$ cat config.mk
export PLATFORM = sky130hd
export DESIGN_NAME = slicevm_ctrl
export DESIGN_NICKNAME = d
export VERILOG_FILES = /design/src/rtl/slicevm_ctrl.sv
export SDC_FILE = /design/constraint.sdc
export NUM_CORES = 2
export LEC_CHECK = 0
export ABC_AREA = 1
export ABC_CLOCK_PERIOD_IN_PS = 2800
export CAP_MARGIN = 20
export CORE_MARGIN = 2
export CORE_UTILIZATION = 50
export DETAILED_ROUTE_END_ITERATION = 16
export PLACE_DENSITY_LB_ADDON = 0.05
export SLEW_MARGIN = 0
export SYNTH_ARGS = -nofsm -noshare
export SYNTH_HDL_FRONTEND = slang
export SYNTH_SLANG_ARGS = --single-unit
$ cat constraint.sdc
create_clock -name clk -period 2.8 [get_ports clk]
set_clock_uncertainty 0.05 [all_clocks]
set_input_delay 0.56 -clock clk [delete_from_list [all_inputs] [get_ports clk]]
set_output_delay 0.56 -clock clk [all_outputs]
set_load 0.05 [all_outputs]
$ cat src/rtl/slicevm_ctrl.sv
// slicevm_ctrl: sequencer for the SVM slice accumulator.
// Holds the SVM coefficient RAM, retimes the incoming feature stream, and
// drives dvi/data/svcoeff/newblock into the slice. The block and word
// counters stay in step with the slice's own block counter. At end of
// frame it runs a fixed-length download phase that drains the slice's
// window FIFO.
//
// Ports:
//   clk, reset_n          clock, asynchronous active-low reset
//   cfg_we/addr/data      coefficient RAM write port (honoured in IDLE only)
//   in_fv, in_dv, in_data frame valid, word valid, feature word
//   dvi, data, svcoeff    retimed word and its coefficient to the slice
//   newblock              last word of a block, only ever high with dvi
//   download              slice drain/clear, high for WPI cycles
//   busy                  FSM outside IDLE
//   frame_done            one-cycle pulse after the drain
//   cfg_err, ovf          sticky error flags
//
// state | meaning
// IDLE  | waiting for frame start; coefficient writes accepted
// RUN   | streaming words into the slice
// FLUSH | download asserted for WPI cycles, counters cleared
// DONE  | frame_done pulse, then back to IDLE
module slicevm_ctrl #(
  parameter int DWIDTH    = 8,
  parameter int CWIDTH    = 9,
  parameter int BLOCKSIZE = 32,
  parameter int WINCOLS   = 8,
  parameter int WPI       = 40,
  parameter int AWIDTH    = $clog2(BLOCKSIZE*WINCOLS)
) (
  input  logic              clk,
  input  logic              reset_n,
  input  logic              cfg_we,
  input  logic [AWIDTH-1:0] cfg_addr,
  input  logic [CWIDTH-1:0] cfg_data,
  input  logic              in_fv,
  input  logic              in_dv,
  input  logic [DWIDTH-1:0] in_data,
  output logic              dvi,
  output logic [DWIDTH-1:0] data,
  output logic [CWIDTH-1:0] svcoeff,
  output logic              newblock,
  output logic              download,
  output logic              busy,
  output logic              frame_done,
  output logic              cfg_err,
  output logic              ovf
);

  localparam int WW = $clog2(BLOCKSIZE);
  localparam int BW = $clog2(WINCOLS);
  localparam int TW = $clog2(WPI);

  typedef enum logic [1:0] {S_IDLE, S_RUN, S_FLUSH, S_DONE} state_t;

  state_t            state_q, state_d;
  logic [TW-1:0]     tmr_q, tmr_d;
  logic [WW-1:0]     wcnt_q, wcnt_d;
  logic [BW-1:0]     bcnt_q, bcnt_d;
  logic              fv_q;
  logic              pend_q, pend_d;
  logic              dvi_q, dvi_d;
  logic              newblock_q, newblock_d;
  logic [DWIDTH-1:0] data_q, data_d;
  logic [CWIDTH-1:0] svcoeff_q, svcoeff_d;
  logic              cfg_err_q, cfg_err_d;
  logic              ovf_q, ovf_d;

  logic [CWIDTH-1:0] ram_mem [BLOCKSIZE*WINCOLS];
  logic [AWIDTH-1:0] raddr;
  logic              ram_we;
  logic              rd_en;
  logic              fv_rise, fv_fall;
  logic              wlast;

  assign fv_rise = in_fv & ~fv_q;
  assign fv_fall = ~in_fv & fv_q;
  assign wlast   = (wcnt_q == WW'(BLOCKSIZE-1));
  // Power-of-two sizes make bcnt*BLOCKSIZE + wcnt a plain concatenation.
  assign raddr   = {bcnt_q, wcnt_q};
  assign rd_en   = (state_q == S_RUN) & in_dv;
  assign ram_we  = cfg_we & (state_q == S_IDLE);

  always_comb begin
    state_d    = state_q;
    tmr_d      = tmr_q;
    wcnt_d     = wcnt_q;
    bcnt_d     = bcnt_q;
    pend_d     = pend_q;
    dvi_d      = rd_en;
    newblock_d = rd_en & wlast;
    data_d     = rd_en ? in_data : data_q;
    svcoeff_d  = rd_en ? ram_mem[raddr] : svcoeff_q;
    cfg_err_d  = cfg_err_q | (cfg_we & (state_q != S_IDLE));
    ovf_d      = ovf_q | ((state_q == S_FLUSH) & in_dv);
    case (state_q)
      S_IDLE: begin
        pend_d = 1'b0;
        // A rise seen during FLUSH/DONE starts a frame once back here,
        // provided in_fv is still high.
        if (fv_rise || (pend_q && in_fv)) state_d = S_RUN;
      end
      S_RUN: begin
        if (in_dv) begin
          wcnt_d = wcnt_q + WW'(1);
          if (wlast) bcnt_d = bcnt_q + BW'(1);
        end
        if (fv_fall) begin
          state_d = S_FLUSH;
          tmr_d   = TW'(WPI-1);
          wcnt_d  = '0;
          bcnt_d  = '0;
        end
      end
      S_FLUSH: begin
        if (fv_rise) pend_d = 1'b1;
        if (tmr_q == '0) state_d = S_DONE;
        else             tmr_d   = tmr_q - TW'(1);
      end
      S_DONE: begin
        if (fv_rise) pend_d = 1'b1;
        state_d = S_IDLE;
      end
      default: state_d = S_IDLE;
    endcase
  end

  always_ff @(posedge clk or negedge reset_n) begin
    if (!reset_n) begin
      state_q    <= S_IDLE;
      tmr_q      <= '0;
      wcnt_q     <= '0;
      bcnt_q     <= '0;
      fv_q       <= 1'b0;
      pend_q     <= 1'b0;
      dvi_q      <= 1'b0;
      newblock_q <= 1'b0;
      data_q     <= '0;
      svcoeff_q  <= '0;
      cfg_err_q  <= 1'b0;
      ovf_q      <= 1'b0;
    end else begin
      state_q    <= state_d;
      tmr_q      <= tmr_d;
      wcnt_q     <= wcnt_d;
      bcnt_q     <= bcnt_d;
      fv_q       <= in_fv;
      pend_q     <= pend_d;
      dvi_q      <= dvi_d;
      newblock_q <= newblock_d;
      data_q     <= data_d;
      svcoeff_q  <= svcoeff_d;
      cfg_err_q  <= cfg_err_d;
      ovf_q      <= ovf_d;
    end
  end

  // Coefficient storage is not reset.
  always_ff @(posedge clk) begin
    if (ram_we) ram_mem[cfg_addr] <= cfg_data;
  end

  assign dvi        = dvi_q;
  assign data       = data_q;
  assign svcoeff    = svcoeff_q;
  assign newblock   = newblock_q;
  assign download   = (state_q == S_FLUSH);
  assign busy       = (state_q != S_IDLE);
  assign frame_done = (state_q == S_DONE);
  assign cfg_err    = cfg_err_q;
  assign ovf        = ovf_q;

endmodule

# ---- Yosys cells after proc, flatten, opt, wreduce, memory -nomap -nowiden
# Memories as Yosys holds them, arrays and structs flattened. A register that Yosys moved wholly into a read port is not among the register bits.
# Index checks and enable logic that the tools add are counted.
dict set report op_classes {
  n_eq_ne 9
  n_reduce_logical 16
  addsub 3
  mux 16
  n_bitwise 11
}
# operator count
set op_table {}
lappend op_table {{$mux 6} 2}
lappend op_table {{$pmux 6 s2} 1}
lappend op_table {{$mux 5} 2}
lappend op_table {{$reduce_bool 2->1} 5}
lappend op_table {{$mux 3} 3}
lappend op_table {{$reduce_and 3->1} 3}
lappend op_table {{$pmux 2 s4} 1}
lappend op_table {{$and 1x1->1} 7}
lappend op_table {{$logic_not 6->1} 1}
lappend op_table {{$mux 2} 3}
lappend op_table {{$ne 2x1->1 const B} 3}
lappend op_table {{$sub 6x1->6 const B} 1}
lappend op_table {{$add 5x1->5 const B} 1}
lappend op_table {{$eq 5x5->1 const B} 1}
lappend op_table {{$eq 2x2->1 const B} 2}
lappend op_table {{$ne 2x2->1 const B} 2}
lappend op_table {{$reduce_and 2->1} 2}
lappend op_table {{$add 3x1->3 const B} 1}
lappend op_table {{$mux 1} 3}
lappend op_table {{$eq 2x1->1 const B} 1}
lappend op_table {{$logic_not 2->1} 1}
lappend op_table {{$not 1->1} 2}
lappend op_table {{$or 1x1->1} 2}
lappend op_table {{$pmux 1 s2} 1}
lappend op_table {{other kinds (4)} 4}
dict set report word_totals {
  ff_bits 30
  mem_count 1
  mem_bits_rw 2304
  inputBits 30
}
# memory depth width rd rd_ports_with_merged_regs write_ports line
set mem_list {}
lappend mem_list {ram_mem 256 9 1 1 1 70} ;# logic [CWIDTH-1:0] ram_mem [BLOCKSIZE*WINCOLS];

# ---- Depth between registers and ports, before layout
dict set report depth {
  depth_word 5
  depth_mapped 14
  ltp_nobuf 11
}

# ---- Worst setup path after synthesis
# OpenSTA, ideal clock, no wires.
dict set report synth_path {
  kind {flip-flop to flip-flop}
  start {register state_q[1]}
  end {memory ram_mem[197][0] (enable)}
  path_buffers 2
  required_ps 2376
  setup_ps 374
  path_slack_ps 417
  stages_incl_launch_ff 9
  arrival_ps 1959
  synth_period_minus_slack_ps 2383
  path_cell_list {dfrtp_1 > inv_1 > ha_1 > nand2_1 > inv_1 > clkbuf_1 > nand3_1 > clkbuf_1 > nor2_1}
}
dict set report synth_via {
  elab_chain_cells 4
}
# element line
set synth_rtl {}
lappend synth_rtl {{start: declaration} 57} ;# state_t state_q, state_d;
lappend synth_rtl {{start signal: assignment} 144} ;# state_q <= state_d;
lappend synth_rtl {{$logic_not 2->1} 83} ;# assign ram_we = cfg_we & (state_q == S_IDLE);
lappend synth_rtl {{$and 1x1->1} 83}
lappend synth_rtl {{$mux 1} 161} ;# if (ram_we) ram_mem[cfg_addr] <= cfg_data;
lappend synth_rtl {{$mux 1 (implied by the code)} 161}
lappend synth_rtl {{end: declaration} 70}
# No other way between the ends.

==> qor.yml <==
sta:
  setup_tns_ps: -14.8
  relSlewSlack: 0.345
  max_freq_mhz: 355
  min_period_ps: 2810
  rsz0062_at_grt: "yes"
  tightestPinTransition_ps: 983
  setup_viol: 2
  hold_viol: 0
  setup_ws_ps: -14.0
  final-max-slew-violation-count: 0
  min_period_over_period: 1.00
floorplanning:
  start_util: 0.502
  die_w_microns: 440
  io_pins: 54
  core_area_sq_um: 190000
  dieArea_sq_um: 194000
  core.rowCount: 160
  die_height_microns: 440
synth:
  ys_seq_area_frac: 0.738
  synth_warnings: 0
  synth-compound-area-share: 0.00266
  synth.largest_area_cell: "edfxtp_1"
  ys_seq_elements: 2343
  synth_top_family_by_area: "simple AND/OR/NAND/NOR gates"
  synth_cell_type_count: 23
  syn_area_sq_um: 95100
  synth_cells: 8014
  synthSimpleGateAreaFrac: 0.227
  synth_top_cell_area_share: 0.727
  synth_nets: 8054
  yosys-top-cells-area: "edfxtp_1 73%, nand3_1 12%, nand2_1 9.7%, buf_2 1.8%, nor2_1 1.2%"
  synth_fa_ha_area_frac: 0.00132
  syn_avg_cell_area_sq_um: 11.9
  synth-xor-area-share: 0
  muxShareOfSynthArea: 0
routing:
  dr.pass1.iters: 6
  routed_wire_length_per_instance_microns: 25.7
  vias_per_cell: 5.79
  drc_errors: 0
  drtIter0Drc: 7826
  drtAntennaViolNets: 0
  vias: 64700
  wl_mm: 287
status:
  violations: "negative setup slack"
  status: "complete, but fails checks"
cells_and_area:
  drive_above_1_share: 0.127
  fin_area_sq_um: 112000
  area_growth_syn_to_layout_pct: 17.2
  fin_nets: 8504
  layout_commonest_cell: "nand2_1"
  final_cell_mix: "2458 x nand2_1, 2304 x edfxtp_1, 2189 x nand3_1"
worst_setup_path:
  crit_arrival_ps: 3510
  path_class: "reg -> reg"
  cp-start-kind: "register"
  path_max_fanout: 28
  cp_cell_sequence: "inv_12 -> buf_16 -> buf_4 -> buf_4 -> nand3_1 -> nand3_1 -> nand3_1 -> nand3_4 -> nand3_4 -> nand3_2 -> nand2_1"
  crit_slowest_cell: "dfrtp_4"
  max_stage_delay_ps: 570
  crit_top_cell: "nand3_1"
  crit_required_ps: 3500
  end_kind: "register"
clocking:
  cts_sinks: 2343
  clk_latency_ps: 880
  tritoncts: "yes"
  path_clk_slew_ps: 60
  cts_max_level: 4
  cts_buffers: 236
  clock-root-buffer: "clkbuf_16"
  cts_buffer_depth: 3
grt:
  antenna_found_initial: 12
  grt-ovfl-total: 0
  track_usage: 0.295
  grt_first_pass_wirelength_mm: 418
  grt_pass1_vias: 61500
  grt_start_max_net_pins: 77
min_path:
  hp-class: "in -> reg"
placed_design:
  gp_congestion: 0.894
  preCtsSetupSlack_ps: -538
  dp_hpwl_mm: 175
  dpl_cell_area_sq_um: 103000
  io_buffers: 53
power_and_ir_drop:
  power_density_nw_per_um2: 979
  peakVddDrop_mv: 0.589
  power.leakage_nw: 40.2
job:
  maxCapViolCount: 0
==> logic make-up (layout without fill, tap and decap cells) <==
logic type      count (synthesis)  in the layout
simple gates                 5011           5011
flops                        2343           2343
buf+inv                       601           1250
compound gates                 49             49
fa+ha+maj                      10             10
other cells                     0              4
==> stage by stage <==
stage / instances / power, W / hold slack, ps / util
after floorplan: 8014 / 0.0617 / 214 / -
after global placement: 10700 / 0.0773 / 367 / 0.544
after detailed placement: 10700 / 0.0774 / 365 / 0.544
after CTS: 11200 / 0.109 / 20.2 / 0.586
after global routing: 11200 / 0.114 / 38.3 / 0.588
final: 11200 / 0.109 / 54.9 / 0.588
==> cell usage after synthesis, drive strengths merged <==
cell type and n:
a21o 2, a21oi 36, a22oi 1, and3 1
buf 462, clkbuf 81, clkinv 1, dfrtp 39
edfxtp 2304, ha 10, inv 57, nand2 2470
nand3 2232, nor2 301, nor3 5, nor4 1
o21ai 10, or2 1
==> area by class of cell <==
| type | instances | area, sq um |
|---|---|---|
| antenna | 4 | 10.0 |
| clock buffer | 304 | 6330 |
| clock inverter | 133 | 1000 |
| fill | 15300 | 78100 |
| inverter | 58 | 270 |
| multi-input combinational | 5070 | 22300 |
| sequential | 2343 | 70200 |
| tap | 2511 | 3140 |
| timing repair buffer | 755 | 8230 |
==> registers in the layout, summed over array words and instances, names as in the netlist, 2 cells and up <==
name / cells
state_q: 2
bcnt_q: 3
tmr_q: 6
svcoeff: 9
wcnt_q: 5
data: 8
ram_mem: 2304
==> per-layer routing <==
layer  track usage  share of wire  routed length, microns  vias up
li1              -              -                       -    29400
met1         0.421           0.42                  120000    32100
met2         0.466           0.47                  135000     2861
met3        0.0422          0.080                   23100      440
met4        0.0988          0.033                    9480        0
met5             0              0                       0        -
==> report_power, final <==
group / internal (W) / switching [W]
clock network: 0.0171 / 0.0132
logic: 0.0126 / 0.0270
registers: 0.0388 / 0.000396
==> final timing paths <==
kind / slack (ps) / endpoint / cells after the start / start
setup / recovery: -10 / svcoeff[7] / 11 / wcnt_q[3]
hold / removal: 50 / ram_mem[31][1] / 1 / cfg_data[1]
setup reg to reg: -10 / svcoeff[7] / 11 / wcnt_q[3]
hold reg to reg: 420 / ovf / 1 / ovf
max in group asynchronous: 1760 / newblock / 3 / reset_n
min in group asynchronous: 220 / ovf / 3 / reset_n
==> timing repair <==
action / in CTS / in global routing
gates cloned: 5 / 7
pin swaps: 0 / 1
endpoints found under the hold margin: 60 / 0
buffers inserted: 5 / 6
endpoints found under the setup margin: 17 / 10
hold buffers: 3 / 0
resized for setup: 65 / 44
==> worst max-delay path: cells and delay by family, from the launching register on <==
kind,cells,cell delay (ps)
buffers and inverters,4,910
and+or+nand+nor,7,1030
DFF,1,570
(Power assumes the default switching activity.)
